[src/rtl/smj_pkg.sv]
// Shared types and constants for the SMJ hand loader slice.
//
// Contents:
//   TILE_W, HAND_N, RES_W, CNT_W  - tile width, tiles per hand, verdict width,
//                                   hand counter width
//   tile_t, hand_t, res_t         - tile code, packed five-tile hand, verdict
//   loader_state_e                - loader FSM states (COLLECT, EVAL, HOLD)
//
// Optional feature macro used by the files importing this package: HAND_SORT_EN.
package smj_pkg;

  localparam int TILE_W = 6;
  localparam int HAND_N = 5;
  localparam int RES_W  = 2;
  localparam int CNT_W  = 3;

  typedef logic [TILE_W-1:0]      tile_t;
  typedef tile_t [HAND_N-1:0]     hand_t;
  typedef logic [RES_W-1:0]       res_t;

  typedef enum logic [1:0] {
    COLLECT = 2'd0,
    EVAL    = 2'd1,
    HOLD    = 2'd2
  } loader_state_e;

endpackage

[src/rtl/smj_sort_insert.sv]
// Combinational insertion step for the hand loader.
//
// Given a hand whose slots 0..cnt-1 are already in ascending unsigned order,
// returns the hand with new_tile inserted so slots 0..cnt stay ascending.
// Entries larger than new_tile shift up one slot; slots above cnt pass through.
// Ties are stable: new_tile lands after any existing equal tiles.
//
// Ports:
//   hand      in   hand_t   current hand contents
//   cnt       in   CNT_W    number of valid (sorted) entries in hand
//   new_tile  in   tile_t   tile being inserted
//   hand_out  out  hand_t   hand after insertion
//
// Used by smj_hand_loader only when HAND_SORT_EN is defined.
import smj_pkg::*;

module smj_sort_insert (
  input  hand_t             hand,
  input  logic [CNT_W-1:0]  cnt,
  input  tile_t             new_tile,
  output hand_t             hand_out
);

  logic [CNT_W-1:0] pos;

  always_comb begin
    // Valid entries are sorted, so the ones <= new_tile form a prefix; its
    // length is the insertion point. Using <= keeps equal tiles ahead.
    pos = '0;
    for (int i = 0; i < HAND_N; i++) begin
      if ((CNT_W'(i) < cnt) && (hand[i] <= new_tile)) begin
        pos = pos + 1'b1;
      end
    end

    hand_out = hand;
    for (int i = 0; i < HAND_N; i++) begin
      if (CNT_W'(i) < pos) begin
        hand_out[i] = hand[i];
      end else if (CNT_W'(i) == pos) begin
        hand_out[i] = new_tile;
      end else if (CNT_W'(i) <= cnt) begin
        hand_out[i] = hand[(i == 0) ? 0 : i - 1];
      end else begin
        hand_out[i] = hand[i];
      end
    end
  end

endmodule

[src/rtl/smj_hand_loader.sv]
// Upstream feeder for the SMJ hand evaluator.
//
// Collects five tiles from a valid/ready stream, presents them as a stable
// hand on hand_n0..hand_n4, registers SMJ's combinational verdict one cycle
// later and offers it downstream on a valid/ready output.
//
// Handshake: a transfer happens on a rising edge where valid && ready are both
// high; valid must be held with stable data until that edge, and ready may be
// any value irrespective of valid.
//
// Ports:
//   clk, rst          clock, synchronous active-high reset
//   flush             abandon the current hand (clears count and out_valid)
//   in_valid/in_tile/in_ready     tile input stream
//   hand_n0..hand_n4  registered hand slots driven into SMJ
//   smj_data          verdict returned combinationally by SMJ
//   out_valid/out_data/out_ready  verdict output stream
//   hand_cnt          tiles currently buffered (0..5)
//   state_dbg         current loader FSM state (loader_state_e encoding)
//
// Build option: HAND_SORT_EN - keep the hand in ascending order by inserting
// each accepted tile at its sorted position; otherwise slots hold tiles in
// arrival order.
import smj_pkg::*;

module smj_hand_loader (
  input  logic              clk,
  input  logic              rst,
  input  logic              flush,
  input  logic              in_valid,
  input  logic [TILE_W-1:0] in_tile,
  output logic              in_ready,
  output logic [TILE_W-1:0] hand_n0,
  output logic [TILE_W-1:0] hand_n1,
  output logic [TILE_W-1:0] hand_n2,
  output logic [TILE_W-1:0] hand_n3,
  output logic [TILE_W-1:0] hand_n4,
  input  logic [RES_W-1:0]  smj_data,
  output logic              out_valid,
  output logic [RES_W-1:0]  out_data,
  input  logic              out_ready,
  output logic [CNT_W-1:0]  hand_cnt,
  output logic [1:0]        state_dbg
);

  loader_state_e state;
  hand_t         hand;
  hand_t         hand_next;
  logic          accept;

  assign accept = in_valid && in_ready;

`ifdef HAND_SORT_EN
  smj_sort_insert u_sort_insert (
    .hand     (hand),
    .cnt      (hand_cnt),
    .new_tile (in_tile),
    .hand_out (hand_next)
  );
`else
  always_comb begin
    hand_next = hand;
    for (int i = 0; i < HAND_N; i++) begin
      if (hand_cnt == CNT_W'(i)) begin
        hand_next[i] = in_tile;
      end
    end
  end
`endif

  always_ff @(posedge clk) begin
    if (rst) begin
      state     <= COLLECT;
      hand      <= '0;
      hand_cnt  <= '0;
      out_valid <= 1'b0;
      out_data  <= '0;
      in_ready  <= 1'b1;
    end else if (flush) begin
      // Slots and out_data are left as they are; only the bookkeeping resets.
      state     <= COLLECT;
      hand_cnt  <= '0;
      out_valid <= 1'b0;
      in_ready  <= 1'b1;
    end else begin
      case (state)
        COLLECT: begin
          if (accept) begin
            hand     <= hand_next;
            hand_cnt <= hand_cnt + 1'b1;
            if (hand_cnt == CNT_W'(HAND_N - 1)) begin
              state    <= EVAL;
              in_ready <= 1'b0;
            end
          end
        end
        EVAL: begin
          // Hand has been stable on the SMJ inputs for a full cycle.
          out_data  <= smj_data;
          out_valid <= 1'b1;
          state     <= HOLD;
        end
        HOLD: begin
          if (out_ready) begin
            out_valid <= 1'b0;
            hand_cnt  <= '0;
            state     <= COLLECT;
            in_ready  <= 1'b1;
          end
        end
        default: begin
          state    <= COLLECT;
          hand_cnt <= '0;
          in_ready <= 1'b1;
        end
      endcase
    end
  end

  assign hand_n0   = hand[0];
  assign hand_n1   = hand[1];
  assign hand_n2   = hand[2];
  assign hand_n3   = hand[3];
  assign hand_n4   = hand[4];
  assign state_dbg = state;

endmodule

[config.mk]
export PLATFORM = sky130hd
export DESIGN_NAME = smj_hand_loader
export DESIGN_NICKNAME = d
export VERILOG_FILES = /design/src/rtl/smj_pkg.sv /design/src/rtl/smj_sort_insert.sv /design/src/rtl/smj_hand_loader.sv
export SDC_FILE = /design/constraint.sdc
export NUM_CORES = 1
export LEC_CHECK = 0
export ABC_AREA = 1
export CAP_MARGIN = 20
export CORE_MARGIN = 5
export CORE_UTILIZATION = 45
export DETAILED_ROUTE_END_ITERATION = 10
export GPL_TIMING_DRIVEN = 0
export PLACE_DENSITY = 0.76
export SYNTH_ARGS = -nofsm -noshare
export SYNTH_HDL_FRONTEND = slang
export SYNTH_SLANG_ARGS = --single-unit
[constraint.sdc]
create_clock -name clk -period 2.88 [get_ports clk]
set_clock_uncertainty 0.2 [all_clocks]
set_input_delay 0.576 -clock clk [delete_from_list [all_inputs] [get_ports clk]]
set_output_delay 0.576 -clock clk [all_outputs]
set_load 0.01 [all_outputs]
Word-level counts from Yosys, hierarchy flattened

Index checks and enable logic that the tools add are counted.

Flip-flop bits (word level): 39
Logic and storage cells: 50
Input port bits: 13
Output and inout port bits: 39

Reduce and logical (&&, ||, !) cells: 15
Bitwise logic cells: 2
$add $sub $neg: 1
Equality and inequality tests: 9
Muxes and demuxes: 13

Operators by type and width:

| operator            | count |
|---|---|
| $reduce_and 4->1    | 6 |
| $pmux 3 s3          | 1 |
| $eq 3x2->1 const B  | 2 |
| $mux 2              | 3 |
| $mux 3              | 2 |
| $ne 2x2->1 const B  | 3 |
| $pmux 2 s3          | 1 |
| $reduce_and 3->1    | 2 |
| $mux 1              | 4 |
| $reduce_and 2->1    | 2 |
| $add 3x1->3 const B | 1 |
| $eq 3x1->1 const B  | 1 |
| $eq 3x3->1 const B  | 1 |
| $logic_not 3->1     | 1 |
| $pmux 1 s3          | 1 |
| $eq 2x1->1 const B  | 1 |
| $eq 2x2->1 const B  | 1 |
| $logic_not 2->1     | 1 |
| $not 1->1           | 2 |
| $pmux 1 s2          | 1 |
| $reduce_bool 2->1   | 1 |
| $reduce_or 2->1     | 1 |
| $logic_and 1x1->1   | 1 |

Logic depth before layout (Yosys ltp)

Gate-level depths: netlist of run 1.

Depth in word-level cells: 4
Depth in mapped cells: 8

Worst setup path after synthesis of run 1

No wires, ideal clock.

Path type: input to register
From: input in_valid
To: register hand, in the netlist hand_n0[0]
Slack: 1.360 ns
Cell stages on the path: 6
Data required time: 2.567 ns
Buffers on the path: 1
Data arrival time: 1.207 ns
Cell sequence: nand2_1 -> nor2_1 -> buf_2 -> nand3_1 -> nand2_1 -> nor2_1

Word-level cells in the longest chain between the ends: 2

Ends and longest elaborated chain:

| what                              | RTL line              | text |
|---|---|---|
| start: declaration                | smj_hand_loader.sv:30 | `input logic in_valid,` |
| $logic_and 1x1->1                 | smj_hand_loader.sv:51 | `assign accept = in_valid && in_ready;` |
| $reduce_and 4->1 (no source line) | --                    |  |
| end signal: assignment            | smj_hand_loader.sv:89 | `hand <= hand_next;` |
| end: declaration                  | smj_hand_loader.sv:47 | `hand_t hand;` |

No other way between the ends.
A chain may end at the register's enable or synchronous reset.

Worst setup path in the final report of run 1

From: register state[1] (netlist: state_dbg[1])
To: output state_dbg[1]

RTL lines:

| what                     | RTL line              | text |
|---|---|---|
| start: declaration       | smj_hand_loader.sv:46 | `loader_state_e state;` |
| start signal: assignment | smj_hand_loader.sv:73 | `state <= COLLECT;` |
| start signal: assignment | smj_hand_loader.sv:81 | `state <= COLLECT;` |
| start signal: assignment | smj_hand_loader.sv:92 | `state <= EVAL;` |
| end: declaration         | smj_hand_loader.sv:43 | `output logic [1:0] state_dbg` |

No word-level cell between the ends.

==> run metrics, run 1 <==
layout cells sized above 1 0.0685; WL/cell roughly 11 um; placed insts 364; vias per cell approximately 4.7; Final Slew Violations 0; share of the synthesized area in the top cell type 0.432; CTS tree built; post_cts resized 0; Top Ports 52; Final Hold Viols 0; critical path's slowest cell clkdlybuf4s50_1; flops & latches, synth 39; sequential power share 0.533; clk sink count 39; Reg clk slew, reported paths ~0.07 ns; initial antenna violation count 0; Final Cycle Share 0.733; Psw 0.251 mW; Hold Slack ~0.25 ns; Synthesized Nets ~280; Hold Path Class flop to flop; Max Buffers Root-to-Sink 2; vias in the first global route between 1500 and 2000; GRT Resource Usage Total 0.170; RD Place Congestion between 0.7 and 0.8; worst reg-to-reg setup slack between 1 and 1.5 ns; final instance area 2470 um2; Worst EP arrival 1.33 ns; worst-skew pair later-pin latency approximately 0.29 ns; post-synthesis sequential area ratio 0.432; startpoint types flop; die area ~5400 um2; Crit path max-delay family buffers and inverters; sw frac 0.241; Syn Std Cell Area between 1500 and 2000 um2; Worst Hold Path Cells 2; CTS root buf clkbuf_8; # setup viols final 0; total power approximately 1.0 mW; Setup TNS 0 ns; hold_sp out_data[0]; cells taking the most area after synthesis dfxtp_1, nor2_1, nand2_1; total of warnings raised by yosys 0; die width approximately 73 um; maxcap violations 0; critical path data required time between 2 and 2.5 ns; Port Buffer Count 51; post-synthesis cell type count 17; Clock power frac 0.356; Worst Setup Slack, final ~0.77 ns; Place WS about 0.7 ns; Crit path buffers/inverters 1; Post-Syn Area per Cell a little under 7 um2; reg2reg end hand_n0[3]; reg2reg path depth 7; DRT Pass-1 Iters 4; Achievable Freq between 400 and 500 MHz; CP max FO 6; Hold Path Sink out_data[0]; HPWL after DPL about 3.2 mm; core area about 4000 um2; Post-CTS Setup Bufs 0; Synth Instances approximately 260; Initial Util 0.459; Logic pwr share 0.111; routed wire length 4.24 mm; DRC 0; RR Startpoint hand_cnt[0]; Final min period roughly 2.1 ns; Synth-to-Final Area Change 36.5%; PwrDens about 420 nW/um2; Num CTS Buffers 5; RSZ-0062 raised after global routing no; Leak 1.07 nW; Rows 23; worst setup path class flop to primary output; Hold Buf Count CTS 0; Pint about 0.79 mW; Detailed Route Iter0 Violations about 130; Vert. Die Dim 73.4 um; Slew HR 0.724; fin cells approximately 370; Worst setup EP type primary output; Post-Route Utilization 0.626; grt total ovfl 0; H-tree depth 2; peak supply drop 271 uV; vias post-DR about 1800; NumNets Final between 300 and 400; DRT antenna net count 0; global-route wire length before repair just over 7 mm; post-placement cell area 2380 um2; worst slew pin tran 0.412 ns; cells along the critical path clkdlybuf4s50_1; post-synth top area cell dfxtp_1; status finished, final reports clean; Max stage delay on crit path around 0.6 ns; largest net degree at the start of global routing 12; ANT cells 0
cells by family (layout without fill, tap and decap cells):
logic type      after synthesis  after routing  synth area share
compound gates                8              8            0.0221
fa+ha+maj                     5              5            0.0346
buf+inv                      43            101            0.0983
flops                        39             39             0.432
simple gates                168            168             0.413
power groups by stage:
stage	logic [mW]	clock network, mW	registers, mW
floorplan	0.0608	0	0.571
global placement	0.114	0	0.566
detailed placement	0.115	0	0.567
CTS	0.116	0.377	0.554
global route	0.129	0.403	0.555
finish	0.115	0.371	0.554
worst max-delay path by stage:
| stage | start | to | slack (ns) | cells past startpoint |
|---|---|---|---|---|
| floorplan | in_valid | hand_n0[0] | 1.36 | 6 |
| global placement | in_valid | hand_n4[1] | 0.74 | 7 |
| detailed placement | in_valid | hand_n4[1] | 0.71 | 7 |
| CTS | state_dbg[1] | state_dbg[1] | 0.76 | 1 |
| global route | state_dbg[1] | state_dbg[1] | 0.69 | 1 |
| finish | state_dbg[1] | state_dbg[1] | 0.77 | 1 |
layout by cell type, fill, tap and decap left out:
cell type,n
nand3_1,24
dfxtp_1,39
buf_4,1
clkbuf_8,6
nor2_4,5
o21ai_0,3
nand4_1,13
buf_2,4
nand2_1,59
clkbuf_4,2
clkinv_2,1
clkdlybuf4s50_1,51
ha_1,5
nand3b_1,2
a21oi_1,5
inv_1,35
nand3_2,1
nand2_2,1
inv_2,1
nor2_1,63
registers in the layout (all words and copies together), names as in the netlist:
| register | count |
|---|---|
| hand_cnt | 3 |
| hand_n0 | 6 |
| hand_n1 | 6 |
| hand_n2 | 6 |
| hand_n3 | 6 |
| hand_n4 | 6 |
| in_ready | 1 |
| out_data | 2 |
| out_valid | 1 |
| state_dbg | 2 |
synth_stat cells, drive strengths merged:
library cell / count
nand3b: 2
nand3: 25
a21oi: 5
inv: 36
clkbuf: 2
dfxtp: 39
ha: 5
buf: 5
o21ai: 3
nand2: 60
nor2: 68
nand4: 13
routing by layer:
layer	share of wire	vias up	global-route usage
met2	0.44	49	0.275
li1	-	929	-
met4	0.014	0	0.0543
met1	0.47	775	0.214
met5	0	-	0
met3	0.073	6	0.0534
final cells by class:
cell class              count  area (um2)
plain buffers               7        42.5
clock buffers               6        82.6
clock inverters             1        5.00
fillers                   386        1470
inverters                  36         135
multi-input cells         181         850
flip-flops and latches     39         781
well taps                  50        62.6
repair buffers             51         510
Power figures use the tool's default switching activity.
==> run 2: changes to the inputs <==
--- a/config.mk
+++ b/config.mk
@@ -8,10 +8,10 @@
 export ABC_AREA = 1
 export CAP_MARGIN = 20
 export CORE_MARGIN = 5
-export CORE_UTILIZATION = 45
+export CORE_UTILIZATION = 42
 export DETAILED_ROUTE_END_ITERATION = 10
 export GPL_TIMING_DRIVEN = 0
-export PLACE_DENSITY = 0.76
+export PLACE_DENSITY = 0.75
 export SYNTH_ARGS = -nofsm -noshare
 export SYNTH_HDL_FRONTEND = slang
 export SYNTH_SLANG_ARGS = --single-unit
==> constraint.sdc (replaced) <==
create_clock -name clk -period 1.75 [get_ports clk]
set_clock_uncertainty 0.2 [all_clocks]
set_input_delay 0.35 -clock clk [delete_from_list [all_inputs] [get_ports clk]]
set_output_delay 0.35 -clock clk [all_outputs]
set_load 0.01 [all_outputs]
==> run 2 against run 1 <==
Setup slack worse by 0.73 ns. Register-to-register slack worse by 1.1 ns. Clock-buffer cell count is 1 higher. Critical endpoint is now hand_n0[4]. Total power is 62% higher. Hold slack worse by 0.0034 ns. Core utilization is 1.2 points lower. Highest routed layer unchanged. Global-route usage is 0.73 points lower. Sequential power is 64% higher. Largest cell class unchanged. First-iteration DRC count is 43% lower.
==> run metrics, run 2 (same netlist as run 1, synthesis figures left out) <==
Synth-to-Final Area Change 38.8% (was 36.5%); most common cell after layout, fill and taps aside nor2_1 (unchanged); vias post-DR 1748 (was 1759); status finished, final reports clean (unchanged); clk sink count 39 (unchanged); routed wire length 4.28 mm (was 4.24 mm); Hold Path Class flop to flop (unchanged); Final min period ~1.7 ns; placed insts 364 (unchanged); critical path data required time 1.20 ns (was 2.10 ns); Vert. Die Dim 75.6 um (was 73.4 um); Max stage delay on crit path 0.54 ns (was 0.59 ns); RD Place Congestion 0.814 (was 0.782); cells along the critical path clkdlybuf4s50_1 (unchanged); Layout fillers 415 (was 386); Worst setup EP type primary output (unchanged); global-route wire length before repair 7.13 mm (was 7.17 mm); vias in the first global route 1640 (was 1656); M1 GR Usage 0.200 (was 0.214); CP max FO 2 (was 6); die width 75.6 um (was 73.4 um); worst slew pin tran 0.390 ns (was 0.412 ns); Initial Util 0.442 (was 0.459); PwrDens 671 nW/um2 (was 421 nW/um2); Crit path max-delay family buffers and inverters (unchanged); initial antenna violation count 0 (unchanged); NumNets Final 339 (unchanged); Worst EP arrival 1.16 ns (was 1.33 ns); Rows 23 (unchanged); Final Slew Violations 0 (unchanged); peak supply drop 413 uV (was 271 uV); hold_sp out_data[1] (was out_data[0]); Detailed Route Iter0 Violations 73 (was 127); Worst Hold Path Cells 2 (unchanged); Hold Buf Count CTS 0 (unchanged); HPWL after DPL 3.28 mm (was 3.22 mm); # setup viols final 0 (unchanged); commonest cells after routing, fill and taps aside nor2_1, nand2_1, inv_1 (was nor2_1, nand2_1, clkdlybuf4s50_1); startpoint types flop (unchanged); reg2reg path depth 7 (unchanged); RSZ-0062 raised after global routing no (unchanged); GRT met3 Usage 0.0528 (was 0.0534); gr busiest metal met2 (unchanged); worst-skew pair later-pin latency 0.29 ns (about the same); ANT cells 0 (unchanged); core area 4090 um2 (was 3940 um2); worst reg-to-reg setup slack 0.18 ns (was 1.23 ns); worst setup path class flop to primary output (unchanged); Achievable Freq roughly 580 MHz; Post-Route Utilization 0.614 (was 0.626); Leak 1.42 nW (was 1.07 nW); Top Ports 52 (unchanged); CTS tree built (unchanged); Num CTS Buffers 5 (unchanged); fin cells 372 (was 371); RR Startpoint hand_cnt[0] (unchanged); WL/cell 11.5 um (was 11.4 um); die area 5720 um2 (was 5390 um2); grt total ovfl 0 (unchanged); Final Cycle Share 0.978; Reg clk slew, reported paths 0.08 ns (was 0.07 ns); Port Buffer Count 51 (unchanged); critical path's slowest cell clkdlybuf4s50_1 (unchanged); Final Hold Viols 0 (unchanged); DRT Pass-1 Iters 4 (unchanged); Crit path buffers/inverters 1 (unchanged); H-tree depth 2 (unchanged); CTS root buf clkbuf_8 (unchanged); reg2reg end hand_n2[0] (was hand_n0[3]); DRC 0 (unchanged); layout cells sized above 1 0.0839 (was 0.0685); total power 1.68 mW (was 1.04 mW); routing usage on met2 0.268 (was 0.275); Slew HR 0.739 (was 0.724); largest net degree at the start of global routing 12 (unchanged); DRT antenna net count 0 (unchanged); maxcap violations 0 (unchanged); Hold Path Sink out_data[1] (was out_data[0]); GRT Resource Usage Total 0.162 (was 0.170); vias per cell 4.70 (was 4.74); Max Buffers Root-to-Sink 2 (unchanged)
## run 2: cell count changes in the layout (fill, tap and decap cells not counted), moves of 2 or more
cell	delta
dlymetal6s2s_1	+18
dfxtp_1	-5
clkbuf_1	+2
clkdlybuf4s50_1	-24
dlygate4sd2_1	+6
dfxtp_2	+5
## run 2: repair_timing
item / 4_1_cts / 5_1_grt
setup endpoints to repair: 6 / 19
cloned: 0 / 0
setup buffers: 0 / 0
gates resized for setup: 11 / 19
## run 2: final cells by class
class | count | area, um2 | share of cell area
multi-input combinational | 181 | 852 | 0.340
sequential | 39 | 787 | 0.314
timing repair buffer | 51 | 548 | 0.218
inverter | 36 | 135 | 0.0539
clock buffer | 7 | 76.3 | 0.0304
tap | 50 | 62.6 | 0.0249
buffer | 7 | 42.5 | 0.0170
clock inverter | 1 | 5.00 | 0.00200
## run 2: layer usage
layer  vias to the layer above  wire [um]  share of wire
met5                         -          0              0
met2                        48       1880           0.44
met1                       762       1990           0.46
met4                         0         56          0.013
li1                        931          -              -
met3                         7        350          0.082
## run 2: power by group
part           leakage, nW  internal, mW  switching, mW
clock               0.0422         0.280          0.303
combinational         1.06        0.0853          0.103
sequential           0.318         0.903        0.00862
## run 2: worst max-delay path by stage
stage / to / start / cells after the start
2_1_floorplan: hand_n3[0] / hand_cnt[0] / 6
5_1_grt: hand_n2[5] / hand_n2[5] / 1
6_report: hand_n0[4] / hand_n0[4] / 1
3_5_place_dp: hand_n1[3] / in_valid / 7
4_1_cts: hand_n4[0] / hand_n4[0] / 1
3_3_place_gp: hand_n1[3] / in_valid / 7
## run 2: metrics by stage
step	TNS, ns	hold WS, ns	instance area (um2)	setup slack (ns)
2_1_floorplan	0	0.222	1810	0.277
3_3_place_gp	-4.32	0.229	2380	-0.163
3_5_place_dp	-4.33	0.242	2380	-0.165
4_1_cts	0	0.251	2460	0.00551
5_1_grt	0	0.273	2510	0.000719
6_report	0	0.244	2510	0.0392
